## config.mk

```make
export PLATFORM = sky130hd
export DESIGN_NAME = shiftbuffer_drain_flat
export DESIGN_NICKNAME = d
export VERILOG_FILES = /design/src/rtl/shiftbuffer_drain_pkg.sv /design/src/rtl/shiftbuffer_drain_if.sv /design/src/rtl/shiftbuffer_drain_beat_fifo.sv /design/src/rtl/shiftbuffer_drain.sv /design/src/flat_wrapper.sv
export SDC_FILE = /design/constraint.sdc
export NUM_CORES = 1
export LEC_CHECK = 0
export ABC_AREA = 1
export CAP_MARGIN = 25
export CORE_MARGIN = 1
export CORE_UTILIZATION = 53
export CTS_CLUSTER_DIAMETER = 100
export DETAILED_ROUTE_END_ITERATION = 10
export PLACE_DENSITY_LB_ADDON = 0.05
export SETUP_SLACK_MARGIN = 0.5
export SYNTH_ARGS = -nofsm -noshare
export SYNTH_HDL_FRONTEND = slang
export SYNTH_SLANG_ARGS = --single-unit
```

## constraint.sdc

```tcl
create_clock -name i_clk -period 4.8 [get_ports i_clk]
set_input_delay 0.96 -clock i_clk [delete_from_list [all_inputs] [get_ports i_clk]]
set_output_delay 0.96 -clock i_clk [all_outputs]
set_load 0.03 [all_outputs]
```

## src/rtl/shiftbuffer_drain_pkg.sv

```systemverilog
// Shared defaults for the shift-buffer drain slice.
// Holds parameter defaults only; widths are derived where used.
package shiftbuffer_drain_pkg;

   localparam int unsigned DEF_WIDTH = 32;
   localparam int unsigned DEF_PACK  = 2;
   localparam int unsigned DEF_DEPTH = 4;

endpackage

```

## src/rtl/shiftbuffer_drain_if.sv

```systemverilog
// Stream bundle for the shift-buffer drain.
// Ports: upstream in/in_valid/o_stall, i_flush,
//        downstream out/out_cnt/out_valid/out_ready, o_level.
interface shiftbuffer_drain_if
   import shiftbuffer_drain_pkg::*;
#(
   parameter int unsigned p_width = DEF_WIDTH,
   parameter int unsigned p_pack  = DEF_PACK,
   parameter int unsigned p_depth = DEF_DEPTH
) ();

   localparam int unsigned CW = $clog2(p_pack + 1);
   localparam int unsigned LW = $clog2(p_depth + 1);

   logic [p_width-1:0]        in;
   logic                      in_valid;
   logic                      o_stall;
   logic                      i_flush;
   logic [p_width*p_pack-1:0] out;
   logic [CW-1:0]             out_cnt;
   logic                      out_valid;
   logic                      out_ready;
   logic [LW-1:0]             o_level;

   modport slave (
      input  in, in_valid, i_flush, out_ready,
      output o_stall, out, out_cnt, out_valid, o_level
   );

   modport master (
      output in, in_valid, i_flush, out_ready,
      input  o_stall, out, out_cnt, out_valid, o_level
   );

endinterface

```

## src/rtl/shiftbuffer_drain_beat_fifo.sv

```systemverilog
// Synchronous show-ahead beat FIFO, sync active-low reset.
// Ports: i_push/i_data in, i_pop in, o_data head, o_count, o_empty.
module shiftbuffer_drain_beat_fifo
   import shiftbuffer_drain_pkg::*;
#(
   parameter int unsigned p_ew    = DEF_WIDTH,
   parameter int unsigned p_depth = DEF_DEPTH,
   localparam int unsigned LW = $clog2(p_depth + 1),
   localparam int unsigned PW = $clog2(p_depth)
) (
   input  logic            i_clk,
   input  logic            i_rst_n,
   input  logic            i_push,
   input  logic [p_ew-1:0] i_data,
   input  logic            i_pop,
   output logic [p_ew-1:0] o_data,
   output logic [LW-1:0]   o_count,
   output logic            o_empty
);

   logic [p_ew-1:0] mem_q [p_depth];
   logic [PW-1:0]   wr_q;
   logic [PW-1:0]   rd_q;
   logic [LW-1:0]   cnt_q;

   // depth need not be a power of two
   function automatic logic [PW-1:0] inc(input logic [PW-1:0] p);
      return (p == PW'(p_depth - 1)) ? '0 : p + 1'b1;
   endfunction

   always_ff @(posedge i_clk) begin
      if (!i_rst_n) begin
         wr_q  <= '0;
         rd_q  <= '0;
         cnt_q <= '0;
      end else begin
         assert (!(i_push && !i_pop && cnt_q == LW'(p_depth)));
         assert (!(i_pop && cnt_q == '0));
         if (i_push) wr_q <= inc(wr_q);
         if (i_pop)  rd_q <= inc(rd_q);
         cnt_q <= cnt_q + LW'(i_push) - LW'(i_pop);
      end
   end

   always_ff @(posedge i_clk) begin
      if (i_push) mem_q[wr_q] <= i_data;
   end

   assign o_data  = mem_q[rd_q];
   assign o_count = cnt_q;
   assign o_empty = (cnt_q == '0);

endmodule

```

## src/rtl/shiftbuffer_drain.sv

```systemverilog
// Packs upstream words into wide beats, queues them, drains on valid/ready.
// Ports: i_clk, i_rst_n (sync, active-low), bus (slave modport).
module shiftbuffer_drain
   import shiftbuffer_drain_pkg::*;
#(
   parameter int unsigned p_width = DEF_WIDTH,
   parameter int unsigned p_pack  = DEF_PACK,
   parameter int unsigned p_depth = DEF_DEPTH
) (
   input logic                i_clk,
   input logic                i_rst_n,
   shiftbuffer_drain_if.slave bus
);

   localparam int unsigned BW = p_width * p_pack;
   localparam int unsigned CW = $clog2(p_pack + 1);
   localparam int unsigned LW = $clog2(p_depth + 1);
   localparam int unsigned EW = BW + CW;

   logic [BW-1:0] beat_q;
   logic [BW-1:0] beat_d;
   logic [CW-1:0] pack_q;
   logic [CW-1:0] pack_d;
   logic [CW-1:0] fill;
   logic          flush_q;
   logic          flush_d;
   logic          stall_q;
   logic          stall_d;
   logic          acc;
   logic          full_beat;
   logic          flush_req;
   logic          push;
   logic          pop;
   logic [EW-1:0] fifo_dout;
   logic [LW-1:0] level;
   logic [LW-1:0] level_d;
   logic          empty;

   always_comb begin
      acc    = bus.in_valid & ~stall_q;
      beat_d = beat_q;
      if (acc) begin
         beat_d[int'(pack_q)*p_width +: p_width] = bus.in;
      end
      // words in the packer including this cycle's word
      fill      = pack_q + CW'(acc);
      full_beat = acc & (pack_q == CW'(p_pack - 1));
      flush_req = flush_q | bus.i_flush;
      push      = full_beat;
      flush_d   = 1'b0;
      // a partial beat waits for room; an empty packer drops the flush
      if (!full_beat && flush_req && fill != '0) begin
         if (level < LW'(p_depth)) push = 1'b1;
         else                      flush_d = 1'b1;
      end
      pack_d  = push ? '0 : fill;
      pop     = ~empty & bus.out_ready;
      level_d = level + LW'(push) - LW'(pop);
      // stall only when the next word would complete a beat into a full queue
      stall_d = (level_d == LW'(p_depth)) &
                (pack_d == CW'(p_pack - 1));
   end

   always_ff @(posedge i_clk) begin
      if (!i_rst_n) begin
         beat_q  <= '0;
         pack_q  <= '0;
         flush_q <= 1'b0;
         stall_q <= 1'b0;
      end else begin
         beat_q  <= push ? '0 : beat_d;
         pack_q  <= pack_d;
         flush_q <= flush_d;
         stall_q <= stall_d;
      end
   end

   shiftbuffer_drain_beat_fifo #(
      .p_ew    (EW),
      .p_depth (p_depth)
   ) u_fifo (
      .i_clk   (i_clk),
      .i_rst_n (i_rst_n),
      .i_push  (push),
      .i_data  ({fill, beat_d}),
      .i_pop   (pop),
      .o_data  (fifo_dout),
      .o_count (level),
      .o_empty (empty)
   );

   assign bus.o_stall   = stall_q;
   assign bus.out_valid = ~empty;
   assign bus.out       = empty ? '0 : fifo_dout[BW-1:0];
   assign bus.out_cnt   = empty ? '0 : fifo_dout[EW-1:BW];
   assign bus.o_level   = level;

endmodule

```

## src/flat_wrapper.sv

```systemverilog
// flat-port wrapper written by rule: the top's interface ports become plain ports
module shiftbuffer_drain_flat import shiftbuffer_drain_pkg::*;
#(
   parameter int unsigned p_width = DEF_WIDTH,
   parameter int unsigned p_pack  = DEF_PACK,
   parameter int unsigned p_depth = DEF_DEPTH
)
  (i_clk, i_rst_n, bus_in, bus_in_valid, bus_i_flush, bus_out_ready, bus_o_stall, bus_out, bus_out_cnt, bus_out_valid, bus_o_level);
  shiftbuffer_drain_if #(.p_width(p_width), .p_pack(p_pack), .p_depth(p_depth)) bus_i ();
  input logic i_clk;
  input logic i_rst_n;
  input wire logic [$bits(bus_i.in)-1:0] bus_in;
  input wire logic [$bits(bus_i.in_valid)-1:0] bus_in_valid;
  input wire logic [$bits(bus_i.i_flush)-1:0] bus_i_flush;
  input wire logic [$bits(bus_i.out_ready)-1:0] bus_out_ready;
  output wire logic [$bits(bus_i.o_stall)-1:0] bus_o_stall;
  output wire logic [$bits(bus_i.out)-1:0] bus_out;
  output wire logic [$bits(bus_i.out_cnt)-1:0] bus_out_cnt;
  output wire logic [$bits(bus_i.out_valid)-1:0] bus_out_valid;
  output wire logic [$bits(bus_i.o_level)-1:0] bus_o_level;
  assign bus_i.in = bus_in;
  assign bus_i.in_valid = bus_in_valid;
  assign bus_i.i_flush = bus_i_flush;
  assign bus_i.out_ready = bus_out_ready;
  assign bus_o_stall = bus_i.o_stall;
  assign bus_out = bus_i.out;
  assign bus_out_cnt = bus_i.out_cnt;
  assign bus_out_valid = bus_i.out_valid;
  assign bus_o_level = bus_i.o_level;
  shiftbuffer_drain #(.p_width(p_width), .p_pack(p_pack), .p_depth(p_depth)) u_core (.i_clk(i_clk), .i_rst_n(i_rst_n), .bus(bus_i));
endmodule
```

Yosys cells after proc, flatten, opt, wreduce, memory -nomap -nowiden

Memory sizes are Yosys's and may differ from the RTL's. A register that Yosys moved wholly into a read port is not among the register bits.
Cells that the tools add are included.

Word-level logic and storage cells: 51
Memories kept: 1
Output and inout port bits: 71
Bits in registers: 75
Latch bits: 0
ROM bits: 0
Memory bits (writable): 264

Eq/ne operators: 5
Multiplexer cells: 14
$add $sub $neg: 6
Shift operators: 2
Magnitude comparators: 1
Divide/modulo/power cells: 0
Reduce and logical (&&, ||, !) cells: 7
Multiply operators: 0
Bitwise operators: 8

Memory list:

| memory              | depth | bits a word | read ports | clocked after Yosys merged registers in | wr ports | line                              | source |
|---|---|---|---|---|---|---|---|
| u_core.u_fifo.mem_q | 4     | 66          | 1          | 1                                       | 1        | shiftbuffer_drain_beat_fifo.sv:21 | `logic [p_ew-1:0] mem_q [p_depth];` |

Operators by type and width:

| operator                                                                 | number |
|---|---|
| 64-bit 2-to-1 mux                                                        | 2 |
| 64-bit bitwise mux                                                       | 1 |
| 32-bit by 34-bit variable shift with 64-bit output, first input constant | 1 |
| 32-bit by 34-bit variable part select with 64-bit output                 | 1 |
| 7-bit negation with 34-bit output                                        | 1 |
| 2-bit 2-to-1 mux                                                         | 6 |
| 1-bit 2-to-1 mux                                                         | 5 |
| 2-bit by 1-bit adder with 2-bit output, second input constant            | 2 |
| 1-bit AND                                                                | 4 |
| 2-bit by 1-bit equality test with 1-bit output, second input constant    | 2 |
| 2-bit equality test, second input constant                               | 2 |
| 3-bit by 1-bit adder with 3-bit output                                   | 1 |
| 3-bit equality test, second input constant                               | 1 |
| 3-bit logical NOT                                                        | 1 |
| 3-bit < comparator, second input constant                                | 1 |
| 1-bit inverter                                                           | 3 |
| 3-bit by 1-bit subtractor with 3-bit output                              | 1 |
| 2-bit by 1-bit adder with 2-bit output                                   | 1 |
| 1-bit logical AND                                                        | 2 |
| 2-bit AND reduction                                                      | 1 |
| 2-bit nonzero test                                                       | 1 |
| 2-bit OR reduction                                                       | 1 |
| 1-bit logical NOT                                                        | 1 |
| 1-bit OR                                                                 | 1 |

Longest topological paths before layout

Gate-level depths: netlist of run 1.

Depth in word-level cells: 11
Depth in mapped cells: 16
Depth with buffers taken out: 16

Cells and area by module

A second synthesis of run 1 with hierarchy kept.

Cells, all modules: 1376
Area total of the unflattened synthesis: 14491.4 um^2

By module, submodules not included:

| module                      | cells each | area an instance (um^2) | sequential area each (um^2) | instances |
|---|---|---|---|---|
| shiftbuffer_drain_beat_fifo | 828        | 10827.9                 | 8107.8                      | 1 |
| shiftbuffer_drain           | 548        | 3663.5                  | 1361.3                      | 1 |

Worst setup path after synthesis of run 1

Ideal clock, no wire load.

Path kind: input port to flip-flop
Start point: input port bus_in_valid
End point: memory u_core.u_fifo.mem_q[0][0] (netlist name), enable pin
Setup time: 0.492 ns
Stages on the path: 8
Arrival time: 4.233 ns
Setup slack: 0.075 ns
Cell sequence: nand2_1 nand2_1 nand2_2 nand3_2 nand3_2 nand2_4 inv_6 nor2_1

Longest elaborated chain between the ends: 8
Elaborated cells on any way between the ends: 11
Classes of those cells: add/sub (1); mux (4); bitwise (2); reduce/logical (4)

RTL lines:

| item                                                                           | line                              | source |
|---|---|---|
| from (decl)                                                                    | flat_wrapper.sv:13                | `input wire logic [$bits(bus_i.in_valid)-1:0] bus_in_valid;` |
| 1-bit AND *                                                                    | shiftbuffer_drain.sv:40           | `acc = bus.in_valid & ~stall_q;` |
| branches (longest 4 deep; another with 2-bit by 1-bit adder with 2-bit output) | n/a                               |  |
| 1-bit 2-to-1 mux *                                                             | shiftbuffer_drain.sv:52           | `if (!full_beat && flush_req && fill != '0) begin` |
| 1-bit 2-to-1 mux *                                                             | shiftbuffer_drain_beat_fifo.sv:46 | `if (i_push) mem_q[wr_q] <= i_data;` |
| 1-bit 2-to-1 mux (not written as such) *                                       | shiftbuffer_drain_beat_fifo.sv:46 |  |
| to (decl)                                                                      | shiftbuffer_drain_beat_fifo.sv:21 |  |

Every way passes the cells marked *.

==> flow_summary.toml, run 1 <==
[sta]
grt_setup_unrepaired = "no"
period_share_pct = 78.8
hold_viol = 0
period_needed_ns = 3.78
worst_slew_pin_slew_ns = 0.962
setup_tns_ns = 0
setup_ws_ns = 1.02
fin_skew_ns = 0.0135
finalSetupViolCount = 0
finalMaxSlewViolations = 0
relSlewSlack_pct = 35.8
fmax_mhz = 264

[hold_path]
min_path_type = "register to register"
worstHoldPathCells = 2
hp-start = "u_core.u_fifo.rd_q[1]"

[power_and_ir_drop]
ir_worst_vdd_mv = 0.766
power.leakage_nw = 6.24
power.density_nw_per_um2 = 621

[place]
hpwlAfterDp_um = 18900
dp.cells = 1683
numPortBuffers = 107
place.gp.congestion = 0.883
post-place-ws_ns = 1.16

[global_route]
grt_pass1_wl_um = 49400
grt_pass1_vias = 8723
overflow = 0
grt_usage_pct = 24.3
grt_max_degree = 69
grt_antenna_before_repair = 1

[clock_network]
cts_resized = 0
clk_pin_slew_ns = 0.06
cts_buffers = 35
cts_hold_buf = 0
root_buffer = "clkbuf_16"
post_cts_buffers = 0
cts_max_level = 2
numClockSinks = 341
cts.path.max_buffers = 3
cts_tree = "yes"
clk_latency_ns = 0.51

[drt]
drc_errors = 0
vias = 9295
wirelength_um = 32000
dr.first_iter.drc_count = 782
detail_route.wl_per_cell_um = 18.3
vias_per_cell = 5.32
ant_nets = 0
drtPass1Iterations = 6

[worst_setup_path]
worstPathMaxFanout = 68
reg2reg_to = "u_core.bus.o_stall"
reg2regPathDepth = 14
critPathLaunchType = "register"
worstSetupPathType = "register to output port"
critPathArrivalTime_ns = 2.82
rrSetupSlack_ns = 2.06
end_kind = "output port"
crit_required_ns = 3.84
r2r-start = "u_core.pack_q[1]"

[logic_synthesis]
ys_seq_area_share_pct = 67.1
synth_cells = 1303
synth_cell_types = 31
syn_area_um2 = 14100
yosys_warnings = 0
mappedNetlistNets = 1351
avgSynthCellArea_um2 = 10.8
ys_seq_elements = 341

[finish]
area.growth.synth_to_final_pct = 17.7
stdcell_count = 1747
final_nets = 1433
drive_gt1_share_pct = 9.65

[floorplanning]
die_y_um = 165
die_width_um = 165
rows = 59
start_util_pct = 54.2
core_area_um2 = 26100
die_area_um2 = 27300
pin_count = 108

[flow_run]
drv_cap = 0

[status]
status = "finished clean"
-- power by group --
part	internal, mW	leakage [nW]	switching, mW
combinational	1.25	2.54	2.62
sequential	3.73	3.17	0.103
clock	1.55	0.533	1.07
total	6.53	6.24	3.79
-- registers in the layout (all words and copies together), names as in the netlist, named ones only --
| signal | flops |
|---|---|
| u_core.u_fifo.o_count | 3 |
| u_core.flush_q | 1 |
| u_core.bus.o_stall | 1 |
| u_core.u_fifo.wr_q | 2 |
| u_core.beat_q | 64 |
| u_core.u_fifo.rd_q | 2 |
| u_core.u_fifo.mem_q | 264 |
| u_core.pack_q | 2 |
-- layout by cell type (no fill, tap or decap) --
cell	n
a21oi_1	66
nand3b_1	1
nor3_1	1
clkinvlp_4	3
fa_1	1
clkbuf_16	39
dfxtp_1	75
nor2_4	45
clkinv_1	2
dfxtp_4	1
clkbuf_1	13
diode_2	2
nor2_2	1
nand2_1	108
o21a_1	21
nand4_1	1
clkbuf_8	1
o2111ai_1	1
inv_2	1
dfxtp_2	1
inv_1	87
o21ai_0	167
xor2_1	2
nand3_2	4
nand3_1	45
o211a_1	1
inv_6	1
clkinv_2	5
clkdlybuf4s50_1	107
buf_4	11
nor2_1	301
bufinv_16	1
nand2_4	2
or2_2	11
ha_1	10
buf_12	8
nand2_2	1
edfxtp_1	264
-- worst max-delay path by stage --
stage / endpoint / slack, ns / cells past startpoint
after CTS: bus_out[2] / 0.97 / 6
after global routing: bus_out[7] / 0.79 / 6
final: bus_out[1] / 1.02 / 6
after floorplan: u_core.u_fifo.mem_q[0][0] / 0.08 / 8
after global placement: u_core.bus.o_stall / 1.21 / 13
after detailed placement: u_core.bus.o_stall / 1.16 / 13
-- area by class of cell --
cell class,count,area [um^2]
inverters,91,349
clock inverters,9,75.1
well taps,335,419
repair buffers,126,1310
clock buffers,53,1040
fillers,2079,9450
flip-flops and latches,341,9470
multi-input cells,790,3940
diodes,2,5.00
-- worst max-delay path, stage by stage, from the launching register on --
cell             delay (ns)
dfxtp_4                0.35
buf_4                  0.59
nor2_1                 0.11
nor2_1                 0.10
o21ai_0                0.09
a21oi_1                0.30
clkdlybuf4s50_1        0.74
-- metal layers --
layer / track usage, % / wire length [um] / vias to the layer above / part of all wire, %
met4: 7.92 / 689 / 0 / 2.2
met5: 0 / 0 / - / 0
met2: 38.6 / 15200 / 229 / 47
met1: 34.3 / 14600 / 4482 / 46
li1: - / - / 4535 / -
met3: 3.57 / 1520 / 49 / 4.8
-- synth_stat cells, drive strengths merged --
cell type	count	area share, %
nor2	347	11
edfxtp	264	56
o21ai	167	5.9
nand2	111	3.1
inv	91	2.5
dfxtp	77	11
a21oi	66	2.3
nand3	49	1.8
clkbuf	44	1.2
buf	37	1.7
o21a	21	1.1
or2	11	0.49
ha	10	0.89
xor2	2	0.12
fa	1	0.14
nand3b	1	0.053
nand4	1	0.044
nor3	1	0.035
o2111ai	1	0.062
o211a	1	0.071
-- kinds of logic after synthesis --
group	count (synthesis)	synth area share (%)
AOI/OAI and AO/OA	256	9.51
buffers and inverters	172	5.35
and+or+nand+nor	521	16.9
xor gates and xnor gates	2	0.124
DFF	341	67.1
adders and majority gates	11	1.03
-- metrics by stage --
step           total power, mW  area [um^2]  utilization, %  hold WS, ns
3_5_place_dp              7.78        15500            59.4        0.510
5_1_grt                   10.9        16600            63.7        0.577
4_1_cts                   10.4        16600            63.7        0.517
2_1_floorplan             6.39        14100               -        0.481
6_report                  10.3        16600            63.7        0.510
3_3_place_gp              7.74        15500            59.4        0.496
Power figures use the tool's default switching activity.
==> run 2: changes to the inputs <==
--- a/config.mk
+++ b/config.mk
@@ -8,7 +8,7 @@
 export ABC_AREA = 1
 export CAP_MARGIN = 25
 export CORE_MARGIN = 1
-export CORE_UTILIZATION = 53
+export CORE_UTILIZATION = 55
 export CTS_CLUSTER_DIAMETER = 100
 export DETAILED_ROUTE_END_ITERATION = 10
 export PLACE_DENSITY_LB_ADDON = 0.05
==> constraint.sdc (replaced) <==
create_clock -name i_clk -period 3.8 [get_ports i_clk]
set_input_delay 0.76 -clock i_clk [delete_from_list [all_inputs] [get_ports i_clk]]
set_output_delay 0.76 -clock i_clk [all_outputs]
set_load 0.03 [all_outputs]
==> flow_summary.toml, run 2 (synthesized netlist as in run 1, its figures left out) <==
[status]
status = "finished clean"

[global_route]
grt_max_degree = 68
grt_usage_pct = 25.0
grt_pass1_wl_um = 49500
overflow = 0
grt_pass1_vias = 9187
grt_antenna_before_repair = 1

[sta]
worst_slew_pin_slew_ns = 0.980
finalSetupViolCount = 0
fmax_mhz = 321
fin_skew_ns = 0.0167
period_needed_ns = 3.12
grt_setup_unrepaired = "no"
period_share_pct = 82.1
relSlewSlack_pct = 34.6
setup_tns_ns = 0
finalMaxSlewViolations = 0
hold_viol = 0

[place]
hpwlAfterDp_um = 19800
dp.cells = 1683
numPortBuffers = 107
place.gp.congestion = 0.847

[clock_network]
clk_latency_ns = 0.51
cts_max_level = 2
cts_tree = "yes"
clk_pin_slew_ns = 0.06
cts_hold_buf = 0
numClockSinks = 341
cts_buffers = 35
cts.path.max_buffers = 3
root_buffer = "clkbuf_16"

[drt]
dr.first_iter.drc_count = 653
ant_nets = 0
vias_per_cell = 5.43
wirelength_um = 32700
drtPass1Iterations = 7
drc_errors = 0
detail_route.wl_per_cell_um = 18.7
vias = 9504

[floorplanning]
pin_count = 108
die_width_um = 162
die_area_um2 = 26300
die_y_um = 162
rows = 58
start_util_pct = 56.1
core_area_um2 = 25200

[finish]
regMostFlops = "u_core.u_fifo.mem_q"
fill_cells = 1927
drive_gt1_share_pct = 14.8
final_nets = 1439
final_common_cell = "nor2_1"
area.growth.synth_to_final_pct = 17.8
multiInputGateArea_um2 = 3940
seqCellArea_um2 = 9470
stdcell_count = 1749
mostFrequentLayoutCells = "nor2_1, edfxtp_1, o21ai_0"
largest_reg_flops = 264

[hold_path]
min_path_type = "register to register"

[power_and_ir_drop]
p_comb_share_pct = 37.8
power.density_nw_per_um2 = 790
p_int_mw = 8.25
power_frac_clock_pct = 25.1
power.leakage_nw = 6.46
p_switching_mw = 4.89
ir_worst_vdd_mv = 0.619
seqPwrFrac_pct = 37.1
swShare_pct = 37.2

[worst_setup_path]
critPathArrivalTime_ns = 2.36
end_kind = "output port"
critPathLaunchType = "register"
crit_required_ns = 3.04
worstPathMaxFanout = 42
worstSetupPathType = "register to output port"

[flow_run]
drv_cap = 0
-- run 2: changes by cell type in the layout (fill, tap and decap cells not counted), moves of 3 or more --
cell             previous run  this run
inv_6                       1         4
clkbuf_8                    1         4
clkbuf_1                   13         8
clkbuf_16                  39        35
buf_4                      11        67
clkdlybuf4s50_1           107        41
buf_12                      8        18
-- run 2: worst paths after layout --
path                          from                  to  slack (ns)  cells past startpoint
max                       register          bus_out[1]        0.68                      5
min          u_core.u_fifo.rd_q[1]            register        0.51                      2
max reg2reg       u_core.pack_q[0]  u_core.bus.o_stall        1.09                     15
min reg2reg  u_core.u_fifo.rd_q[1]            register        0.51                      2
-- run 2: layer usage --
| metal | global-route usage (%) | part of all wire, % | vias up |
|---|---|---|---|
| met2 | 41.6 | 48 | 290 |
| met5 | 0 | 0 | - |
| met4 | 8.19 | 2.5 | 0 |
| met3 | 3.73 | 5.6 | 58 |
| met1 | 33.8 | 44 | 4606 |
| li1 | - | - | 4550 |
-- run 2: stage by stage --
stage	worst slack [ns]	power, mW	hold slack (ns)	area (um^2)	utilization [%]
floorplan	0.418	8.06	0.481	14100	-
global placement	0.503	9.85	0.490	15500	61.5
detailed placement	0.359	9.92	0.514	15500	61.5
CTS	0.517	13.2	0.519	16600	65.9
global route	0.547	13.8	0.550	16600	66.0
finish	0.680	13.1	0.513	16600	66.0
-- run 2: cell type report --
type / instances / share of cell area, %
Tap cell: 330 / 2.48
Antenna cell: 1 / 0.0150
Sequential cell: 341 / 57.0
Clock inverter: 17 / 0.918
Inverter: 91 / 2.08
Timing Repair Buffer: 132 / 8.09
Multi-Input combinational cell: 790 / 23.7
Clock buffer: 47 / 5.78
-- run 2: what timing repair did --
item	in CTS	in global routing
setup buffers	0	1
pin swaps	0	0
setup endpoints to repair	25	24
gates resized for setup	3	6
-- run 2: power groups by stage --
stage               clock [mW]  sequential [mW]  combinational (mW)
floorplan                    0             4.93                3.13
global placement             0             4.94                4.91
finish                    3.30             4.87                4.97
CTS                       3.35             4.88                4.98
global route              3.49             4.91                5.40
detailed placement           0             4.96                4.96
-- run 2: worst max-delay path, stage by stage (launching register included) --
cell and delay [ns]:
dfxtp_4 0.44, inv_2 0.34, buf_6 0.34, o21ai_0 0.15, a21oi_1 0.32, buf_4 0.23
